File: config.mk
export PLATFORM = sky130hd
export DESIGN_NAME = gfx_span_rasterizer
export DESIGN_NICKNAME = d
export VERILOG_FILES = /design/src/rtl/gfx_span_rasterizer.sv
export SDC_FILE = /design/constraint.sdc
export NUM_CORES = 2
export LEC_CHECK = 0
export BUFFER_PORTS_ARGS = -buffer_cell sky130_fd_sc_hd__buf_2
export CORE_UTILIZATION = 30
export DETAILED_ROUTE_END_ITERATION = 7
export SLEW_MARGIN = 20
export SYNTH_ARGS = -nofsm -noshare
export SYNTH_HDL_FRONTEND = slang
export SYNTH_SLANG_ARGS = --single-unit
File: constraint.sdc
create_clock -name clk_i -period 17.7 [get_ports clk_i]
set_clock_uncertainty 0.15 [all_clocks]
set_input_delay 3.54 -clock clk_i [delete_from_list [all_inputs] [get_ports clk_i]]
set_output_delay 3.54 -clock clk_i [all_outputs]
set_load 0.005 [all_outputs]
File: src/rtl/gfx_span_rasterizer.sv
// Span rasterizer: clips a rectangle, walks it in LANES-wide beats row by
// row, optionally maps each pixel into a texture window (clamp or repeat),
// and limits unacknowledged beats with a credit counter.

// Maps a raw texel offset into a window [s0, s1).
module gfx_span_tex_map #(
  parameter int W = 16
) (
  input  logic         en,
  input  logic         mode,
  input  logic [W-1:0] raw,
  input  logic [W-1:0] s0,
  input  logic [W-1:0] s1,
  output logic [W-1:0] c
);
  logic [W-1:0] sum, lim, wmask;

  assign sum   = s0 + raw;
  assign lim   = s1 - W'(1);
  assign wmask = s1 - s0 - W'(1);

  // Clamp saturates at the last texel; repeat wraps inside a power-of-two window.
  always_comb begin
    c = '0;
    if (en) c = mode ? (s0 + (raw & wmask)) : ((sum < lim) ? sum : lim);
  end
endmodule

// One output lane: coverage bit and texture u for pixel x+IDX.
module gfx_span_lane #(
  parameter int W   = 16,
  parameter int IDX = 0
) (
  input  logic signed [W:0] x,
  input  logic signed [W:0] x1c,
  input  logic [W-1:0]      p0_x,
  input  logic [W-1:0]      s0,
  input  logic [W-1:0]      s1,
  input  logic              en,
  input  logic              mode,
  output logic              m,
  output logic [W-1:0]      u
);
  logic signed [W+1:0] xi;
  logic [W-1:0]        raw;

  // Extra bit keeps x+IDX from wrapping before the bound compare.
  assign xi  = $signed({x[W], x}) + $signed((W+2)'(IDX));
  assign m   = xi < $signed({x1c[W], x1c});
  // u offset is taken from the unclipped corner so clipping does not shift the texture.
  assign raw = x[W-1:0] + W'(IDX) - p0_x;

  gfx_span_tex_map #(.W(W)) u_map (.en, .mode, .raw, .s0, .s1, .c(u));
endmodule

module gfx_span_rasterizer #(
  parameter int POINT_WIDTH  = 16,
  parameter int LANES        = 4,
  parameter int CREDIT_DEPTH = 8
) (
  input  logic                         clk_i,
  input  logic                         rst_i,
  input  logic                         start_i,
  output logic                         busy_o,
  output logic                         done_o,
  input  logic [POINT_WIDTH-1:0]       p0_x_i,
  input  logic [POINT_WIDTH-1:0]       p0_y_i,
  input  logic [POINT_WIDTH-1:0]       p1_x_i,
  input  logic [POINT_WIDTH-1:0]       p1_y_i,
  input  logic                         clip_en_i,
  input  logic [POINT_WIDTH-1:0]       clip0_x_i,
  input  logic [POINT_WIDTH-1:0]       clip0_y_i,
  input  logic [POINT_WIDTH-1:0]       clip1_x_i,
  input  logic [POINT_WIDTH-1:0]       clip1_y_i,
  input  logic                         tex_en_i,
  input  logic                         tex_mode_i,
  input  logic [POINT_WIDTH-1:0]       src0_x_i,
  input  logic [POINT_WIDTH-1:0]       src0_y_i,
  input  logic [POINT_WIDTH-1:0]       src1_x_i,
  input  logic [POINT_WIDTH-1:0]       src1_y_i,
  output logic                         pix_valid_o,
  input  logic                         pix_ready_i,
  output logic [POINT_WIDTH-1:0]       pix_x_o,
  output logic [POINT_WIDTH-1:0]       pix_y_o,
  output logic [LANES-1:0]             pix_mask_o,
  output logic [LANES*POINT_WIDTH-1:0] pix_u_o,
  output logic [POINT_WIDTH-1:0]       pix_v_o,
  input  logic                         ack_i
);
  localparam int W  = POINT_WIDTH;
  localparam int CW = $clog2(CREDIT_DEPTH + 1);
  localparam logic [CW-1:0] CRED = CW'(CREDIT_DEPTH);

  typedef enum logic [1:0] {IDLE, SETUP, SPAN, DRAIN} state_t;
  state_t state;

  logic [W-1:0]              p0x, p0y, p1x, p1y, c0x, c0y, c1x, c1y, s0x, s0y, s1x, s1y;
  logic                      clip_en, tex_en, tex_mode;
  logic signed [W:0]         x0c, x1c, y1c, cur_x, cur_y;
  logic signed [W:0]         lo_x, hi_x, lo_y, hi_y;
  logic [CW-1:0]             outst, outst_nx;
  logic                      accept, ack_eff, row_end, last_beat, empty, credit_ok;
  logic [LANES-1:0][W-1:0]   lane_u;
  logic [W-1:0]              raw_v;

  function automatic logic signed [W:0] sx(input logic [W-1:0] v);
    return $signed({v[W-1], v});
  endfunction
  function automatic logic signed [W:0] zx(input logic [W-1:0] v);
    return $signed({1'b0, v});
  endfunction
  function automatic logic signed [W:0] smax(input logic signed [W:0] a, input logic signed [W:0] b);
    return (a > b) ? a : b;
  endfunction
  function automatic logic signed [W:0] smin(input logic signed [W:0] a, input logic signed [W:0] b);
    return (a < b) ? a : b;
  endfunction

  // Clipped bounds in W+1 signed bits so unsigned clip values compare correctly.
  always_comb begin
    lo_x = clip_en ? smax(sx(p0x), zx(c0x)) : smax(sx(p0x), '0);
    lo_y = clip_en ? smax(sx(p0y), zx(c0y)) : smax(sx(p0y), '0);
    hi_x = clip_en ? smin(sx(p1x), zx(c1x)) : sx(p1x);
    hi_y = clip_en ? smin(sx(p1y), zx(c1y)) : sx(p1y);
  end

  assign empty     = (lo_x >= hi_x) || (lo_y >= hi_y);
  assign row_end   = ($signed({cur_x[W], cur_x}) + $signed((W+2)'(LANES))) >= $signed({x1c[W], x1c});
  assign last_beat = row_end && ((cur_y + $signed((W+1)'(1))) == y1c);
  assign accept    = pix_valid_o & pix_ready_i;
  assign ack_eff   = ack_i & (outst != '0);

  // Credit count: simultaneous accept and ack cancel; ack with nothing pending is dropped.
  always_comb begin
    outst_nx = outst;
    if (accept && !ack_eff)      outst_nx = outst + CW'(1);
    else if (!accept && ack_eff) outst_nx = outst - CW'(1);
  end
  assign credit_ok = outst_nx < CRED;

  assign pix_x_o = cur_x[W-1:0];
  assign pix_y_o = cur_y[W-1:0];
  assign pix_u_o = lane_u;
  assign raw_v   = cur_y[W-1:0] - p0y;

  for (genvar i = 0; i < LANES; i++) begin : g_lane
    gfx_span_lane #(.W(W), .IDX(i)) u_lane (
      .x(cur_x), .x1c(x1c), .p0_x(p0x), .s0(s0x), .s1(s1x),
      .en(tex_en), .mode(tex_mode), .m(pix_mask_o[i]), .u(lane_u[i])
    );
  end

  gfx_span_tex_map #(.W(W)) u_vmap (
    .en(tex_en), .mode(tex_mode), .raw(raw_v), .s0(s0y), .s1(s1y), .c(pix_v_o)
  );

  // Control FSM with operand capture, beat walk, credit gating and done pulse.
  always_ff @(posedge clk_i or posedge rst_i) begin
    if (rst_i) begin
      state <= IDLE;
      {p0x, p0y, p1x, p1y, c0x, c0y, c1x, c1y, s0x, s0y, s1x, s1y} <= '0;
      {clip_en, tex_en, tex_mode} <= '0;
      {x0c, x1c, y1c, cur_x, cur_y} <= '0;
      outst       <= '0;
      busy_o      <= 1'b0;
      done_o      <= 1'b0;
      pix_valid_o <= 1'b0;
    end else begin
      outst  <= outst_nx;
      done_o <= 1'b0;
      case (state)
        IDLE: if (start_i) begin
          p0x <= p0_x_i;     p0y <= p0_y_i;     p1x <= p1_x_i;     p1y <= p1_y_i;
          c0x <= clip0_x_i;  c0y <= clip0_y_i;  c1x <= clip1_x_i;  c1y <= clip1_y_i;
          s0x <= src0_x_i;   s0y <= src0_y_i;   s1x <= src1_x_i;   s1y <= src1_y_i;
          clip_en  <= clip_en_i;
          tex_en   <= tex_en_i;
          tex_mode <= tex_mode_i;
          busy_o   <= 1'b1;
          state    <= SETUP;
        end
        SETUP: begin
          x0c   <= lo_x;
          x1c   <= hi_x;
          y1c   <= hi_y;
          cur_x <= lo_x;
          cur_y <= lo_y;
          if (empty) state <= DRAIN;
          else begin
            state       <= SPAN;
            pix_valid_o <= credit_ok;
          end
        end
        SPAN: begin
          if (accept && last_beat) begin
            state       <= DRAIN;
            pix_valid_o <= 1'b0;
          end else begin
            if (accept) begin
              cur_x <= row_end ? x0c : (cur_x + $signed((W+1)'(LANES)));
              if (row_end) cur_y <= cur_y + $signed((W+1)'(1));
            end
            pix_valid_o <= credit_ok;
          end
        end
        DRAIN: if (outst == '0) begin
          state  <= IDLE;
          done_o <= 1'b1;
          busy_o <= 1'b0;
        end
        default: state <= IDLE;
      endcase
    end
  end
endmodule
# Yosys cells after proc, flatten, opt, wreduce, memory -nomap -nowiden
# Cells that the tools add are included.
# op_classes
n_eq_ne	11
n_reduce_logical	18
mux	48
bitwise_logic	7
addsub	32
n_lt_le_gt_ge	19
# ops
cell	n
two-way mux 17 bit	16
two-way mux 16 bit	15
adder 16 bit	10
subtractor 16 bit	7
AND 16 bit	5
less-than comparator 16 bit	5
one-hot mux 17 bit (2 select lines)	2
subtractor 16 x 1 -> 16 bit (second input constant)	4
less-than comparator 18 x 17 -> 1 bit	3
adder 17 x 3 -> 18 bit (second input constant)	2
>= comparator 17 bit	2
greater-than comparator 16 x 17 -> 1 bit	2
less-than comparator 16 x 17 -> 1 bit	2
adder 16 x 2 -> 16 bit (second input constant)	2
greater-than comparator 16 x 1 -> 1 bit (second input constant)	2
adder 17 x 2 -> 18 bit (second input constant)	1
adder 17 x 4 -> 18 bit (second input constant)	1
>= comparator 18 x 17 -> 1 bit	1
adder 17 x 2 -> 17 bit (second input constant)	1
adder 17 x 4 -> 17 bit (second input constant)	1
== test 17 bit	1
less-than comparator 17 bit	1
adder 16 x 1 -> 16 bit (second input constant)	1
!= test 2 bit (second input constant)	7
21 further kinds	41
# word_totals
out_inout_bits	119
word_cells	160
ff_bits	289
in_bits	200

# Logic depth before layout (Yosys ltp)
# logic_depth
depth_word	8
ltp_mapped	30
ltp_nobuf	29

# By module
# From an unflattened synthesis, not the netlist that was laid out.
# hier_totals
cells_unflattened	4676
area_unflattened_um2	39206.4
# modules_own_cells
module	instances	cells_per_inst	area_per_inst_um2	seq_area_each_um2
gfx_span_rasterizer	1	1611	17174.0	7231.9
gfx_span_tex_map (g_lane[0].u_lane.u_map ...)	2	441	3211.8	0.0
gfx_span_tex_map (u_vmap)	1	450	3194.3	0.0
gfx_span_tex_map (g_lane[3].u_lane.u_map)	1	454	3153.0	0.0
gfx_span_tex_map (g_lane[2].u_lane.u_map)	1	439	3114.2	0.0
gfx_span_lane (g_lane[1].u_lane)	1	229	1682.9	0.0
gfx_span_lane (g_lane[2].u_lane)	1	220	1666.6	0.0
gfx_span_lane (g_lane[3].u_lane)	1	212	1565.3	0.0
gfx_span_lane (g_lane[0].u_lane)	1	179	1232.4	0.0

# Least setup slack after synthesis
# OpenSTA, ideal clock, no wires.
# synth_timing
path_type	register -> output
startpoint	reg cur_x[7]
endpoint	out pix_u_o[37]
setup_slack_ps	8179
t_required_ps	14010
t_arrival_ps	5831
stages_incl_launch_ff	29
path_buffers	4
path_cell_list	dfrtp_1 > buf_2 > clkinv_1 > fa_1 > clkbuf_1 > inv_1 > o21ai_0 > a21oi_1 > or2_2 > nor2_1 > xor2_1 > ha_1 > a21oi_1 > o21ai_0 > a21oi_1 > a21boi_0 > o31ai_1 > a21boi_0 > ha_1 > a21oi_1 > nand2_1 > a21o_1 > a21oi_1 > nor4b_1 > or2_2 > clkbuf_1 > clkbuf_1 > a21oi_1 > a211oi_1
# synth_via
elab_chain_len	7
# synth_lines
item	line_no	text
start: declaration	99	logic signed [W:0] x0c, x1c, y1c, cur_x, cur_y;
start signal: assignment	186	cur_x <= lo_x;
start signal: assignment	200	cur_x <= row_end ? x0c : (cur_x + $signed((W+1)'(LANES)));
adder 16 x 2 -> 16 bit	51	assign raw = x[W-1:0] + W'(IDX) - p0_x;
subtractor 16 bit	51	
adder 16 bit	18	assign sum = s0 + raw;
less-than comparator 16 bit	25	if (en) c = mode ? (s0 + (raw & wmask)) : ((sum < lim) ? sum : lim);
two-way mux 16 bit (3 in a row)	25	
end: declaration	86	output logic [LANES*POINT_WIDTH-1:0] pix_u_o,
# No other way between the ends.

# Worst setup path after layout
# layout_timing
startpoint	reg cur_x[1]
endpoint	out pix_u_o[46]
# layout_via
elab_chain_len	7
elab_cells_between_ends	9
cone_classes	4 x add/sub; 1 x order compare; 3 x mux; 1 x bitwise
# layout_lines
item	line_no
adder 16 x 2 -> 16 bit *	51
subtractor 16 bit *	51
adder 16 bit	18
less-than comparator 16 bit	25
two-way mux 16 bit	25
two-way mux 16 bit * (2 in a row)	25
# Every way passes the cells marked *; elsewhere a longest branch is shown, timed or not.

==> flow_summary.ini <==
[worst_setup_path]
cp_num_buf_inv = 4
end_kind = primary output
cp_slowest_cell = or2_2
max_stage_delay_ps = 560
cp.required_ps = 14010
start_kind = flip-flop
crit_top_cell = a21oi_1
path_delay_family = compound AO/OA/AOI/OAI gates
crit_path_max_fanout = 32
critPathKind = flip-flop to primary output
arrival_ps = 7930

[cells_and_area]
fill_cells = 11600
multiInputGateArea_sq_um = 24700
final_common_cell = ha_1
drive_gt1_share_pct = 16.6
final_cell_mix = ha_1, buf_2, inv_1
final_core_util_pct = 34.4
final-seq-area_sq_um = 7240
area_growth_pct = 13.3
stdcell_count = 5690
nets = 4896

[sta]
relSlewSlack_pct = 27.5
hold_viol = 0
setup-violations-final = 0
rsz0062_at_grt = false
tightestPinTransition_ps = 1090
setup_tns_ps = 0
period_share_pct = 65.7
fin_crit_ps = 11620
max_freq_mhz = 86.0
slew_viol_final = 0

[hold_path]
hold_path_class = flip-flop to flip-flop

[yosys]
avgSynthCellArea_sq_um = 8.61
synthAdderAreaFrac_pct = 20.3
synthMuxAreaShare_pct = 9.69
seq_area_frac_synth_pct = 21.4
netlist_area_sq_um = 33800
synth_edf_count = 0
synth-async-reset-ratio_pct = 100
synth_compound_area_share_pct = 19.5
postSynthCellCount = 3927
synth_ff_type = dfrtp_1
synth_cell_types = 98
synth_simple_gate_area_share_pct = 15.1
synth_top_family_by_area = adder cells
yosys_warnings = 0
ys_seq_elements = 289
synthXorXnorAreaFrac_pct = 8.26

[cts]
cts_buffers = 43
cts-root-buf = clkbuf_16
cts-hold-fix-buffers = 0
postCtsSetupBuffers = 0
cts.path.max_buffers = 3
clock_sinks = 289
cts_tree = built
htree_levels = 2
clock_latency_ps = 620
cts.clk_slew.worst_paths_ps = 60
cts_resized = 0

[die]
ios = 319
rows = 122
die-height_um = 338
die_area_sq_um = 114000
core-area_sq_um = 111000
die_width_um = 338
start_util_pct = 30.4

[detailed_routing]
vias_per_cell = 5.39
drtPass1Iterations = 5
drt_wl_total_mm = 120
num_vias = 30700
wl_per_cell_um = 21.2
drt-initial-drc-count = 2209
antenna_left = 0
drc_errors = 0

[grt]
grt_start_max_net_pins = 111
first_global_vias = 29100
grt_pass1_wl_mm = 178
grt_util_all_layers_pct = 20.5
antenna_found_initial = 22
grt-ovfl-total = 0

[placed_design]
place_inst = 5609
port_buffers = 318
post-dp-hpwl_mm = 98.1
gp_congestion = 0.972

[job]
cap_viol_max_count = 0

[outcome]
status = finished, final reports clean
cell type report:
class / count / area share [%]
diodes: 6 / 0.0392
clock buffers: 58 / 3.22
clock inverters: 17 / 0.653
inverters: 319 / 3.14
multi-input cells: 3161 / 64.4
flip-flops and latches: 289 / 18.9
well taps: 1488 / 4.86
repair buffers: 352 / 4.82
synthesized netlist by cell type, types with 9 or more instances:
library cell	number	area, sq um
a221oi_1	11	96.3
inv_1	309	1160
xor2_1	94	823
nand4_1	37	231
o21bai_1	28	210
a2111oi_0	10	87.6
a22o_1	25	219
nor2_1	280	1050
buf_2	11	55.1
and2_1	39	244
nor4_1	34	213
and4_1	9	78.8
or2_2	16	100
o31ai_1	17	128
a21o_1	97	728
a311oi_1	12	105
nor3_1	94	470
ha_1	500	6260
nand2_1	198	743
o21ai_0	154	771
and3_1	30	188
nand3_1	83	415
a31oi_1	27	169
xnor2_1	225	1970
nand2b_1	40	250
dfrtp_1	289	7230
o22ai_1	15	93.8
a22oi_1	14	105
o21a_1	44	330
fa_1	30	601
a211oi_1	74	556
a211o_1	19	166
mux2i_1	73	731
clkbuf_1	97	364
a21oi_1	274	1370
nor3b_1	10	75.1
nand3b_1	10	75.1
or3_1	24	150
buf_4	38	285
buf_1	11	41.3
nor2b_1	93	582
mux2_2	219	2470
o21ai_1	12	60.1
o211ai_1	30	225
a21boi_0	23	173
worst paths after layout:
path / startpoint / end / slack, ps / cells past startpoint
setup / recovery: cur_x[1] / pix_u_o[46] / 6080 / 29
hold / removal: x0c[3] / x0c[3] / 350 / 1
setup reg to reg: cur_x[2] / cur_y[16] / 10700 / 14
hold reg to reg: x0c[3] / x0c[3] / 350 / 1
max in group asynchronous: rst_i / cur_x[8] / 12340 / 4
min in group asynchronous: rst_i / p1y[5] / 2870 / 2
cell families (layout without fill, tap and decap cells):
logic type,count (synthesis),in the layout
AOI/OAI and AO/OA,989,989
DFF,289,289
buffers and inverters,478,746
and+or+nand+nor,1022,1022
muxes,299,299
other,1,8
adders and majority gates,530,530
xor gates and xnor gates,319,319
registers in the layout, indices dropped and copies added (netlist names), 17 cells and up:
register / count
y1c: 17
x1c: 17
cur_y: 17
x0c: 17
cur_x: 17
per-layer routing:
layer	track usage [%]	up-vias	wire [um]	part of all wire [%]
met4	5.40	22	3020	2.5
met3	3.32	177	9120	7.6
met2	32.3	1057	53200	44
met5	0	-	112	0.093
met1	28.7	14800	55000	46
li1	-	14600	-	-
metrics by stage:
| stage | instance area (sq um) | setup slack, ps | hold WS [ps] |
|---|---|---|---|
| after floorplan | 33800 | 6030 | 315 |
| after global placement | 36800 | 7070 | 338 |
| after detailed placement | 36800 | 6800 | 342 |
| after CTS | 38300 | 6080 | 354 |
| after global routing | 38300 | 5360 | 371 |
| final | 38300 | 6080 | 355 |
Power is left out: the tool's default activity adds up to more than one toggle a clock period on the data nets, which glitch-free logic cannot reach.
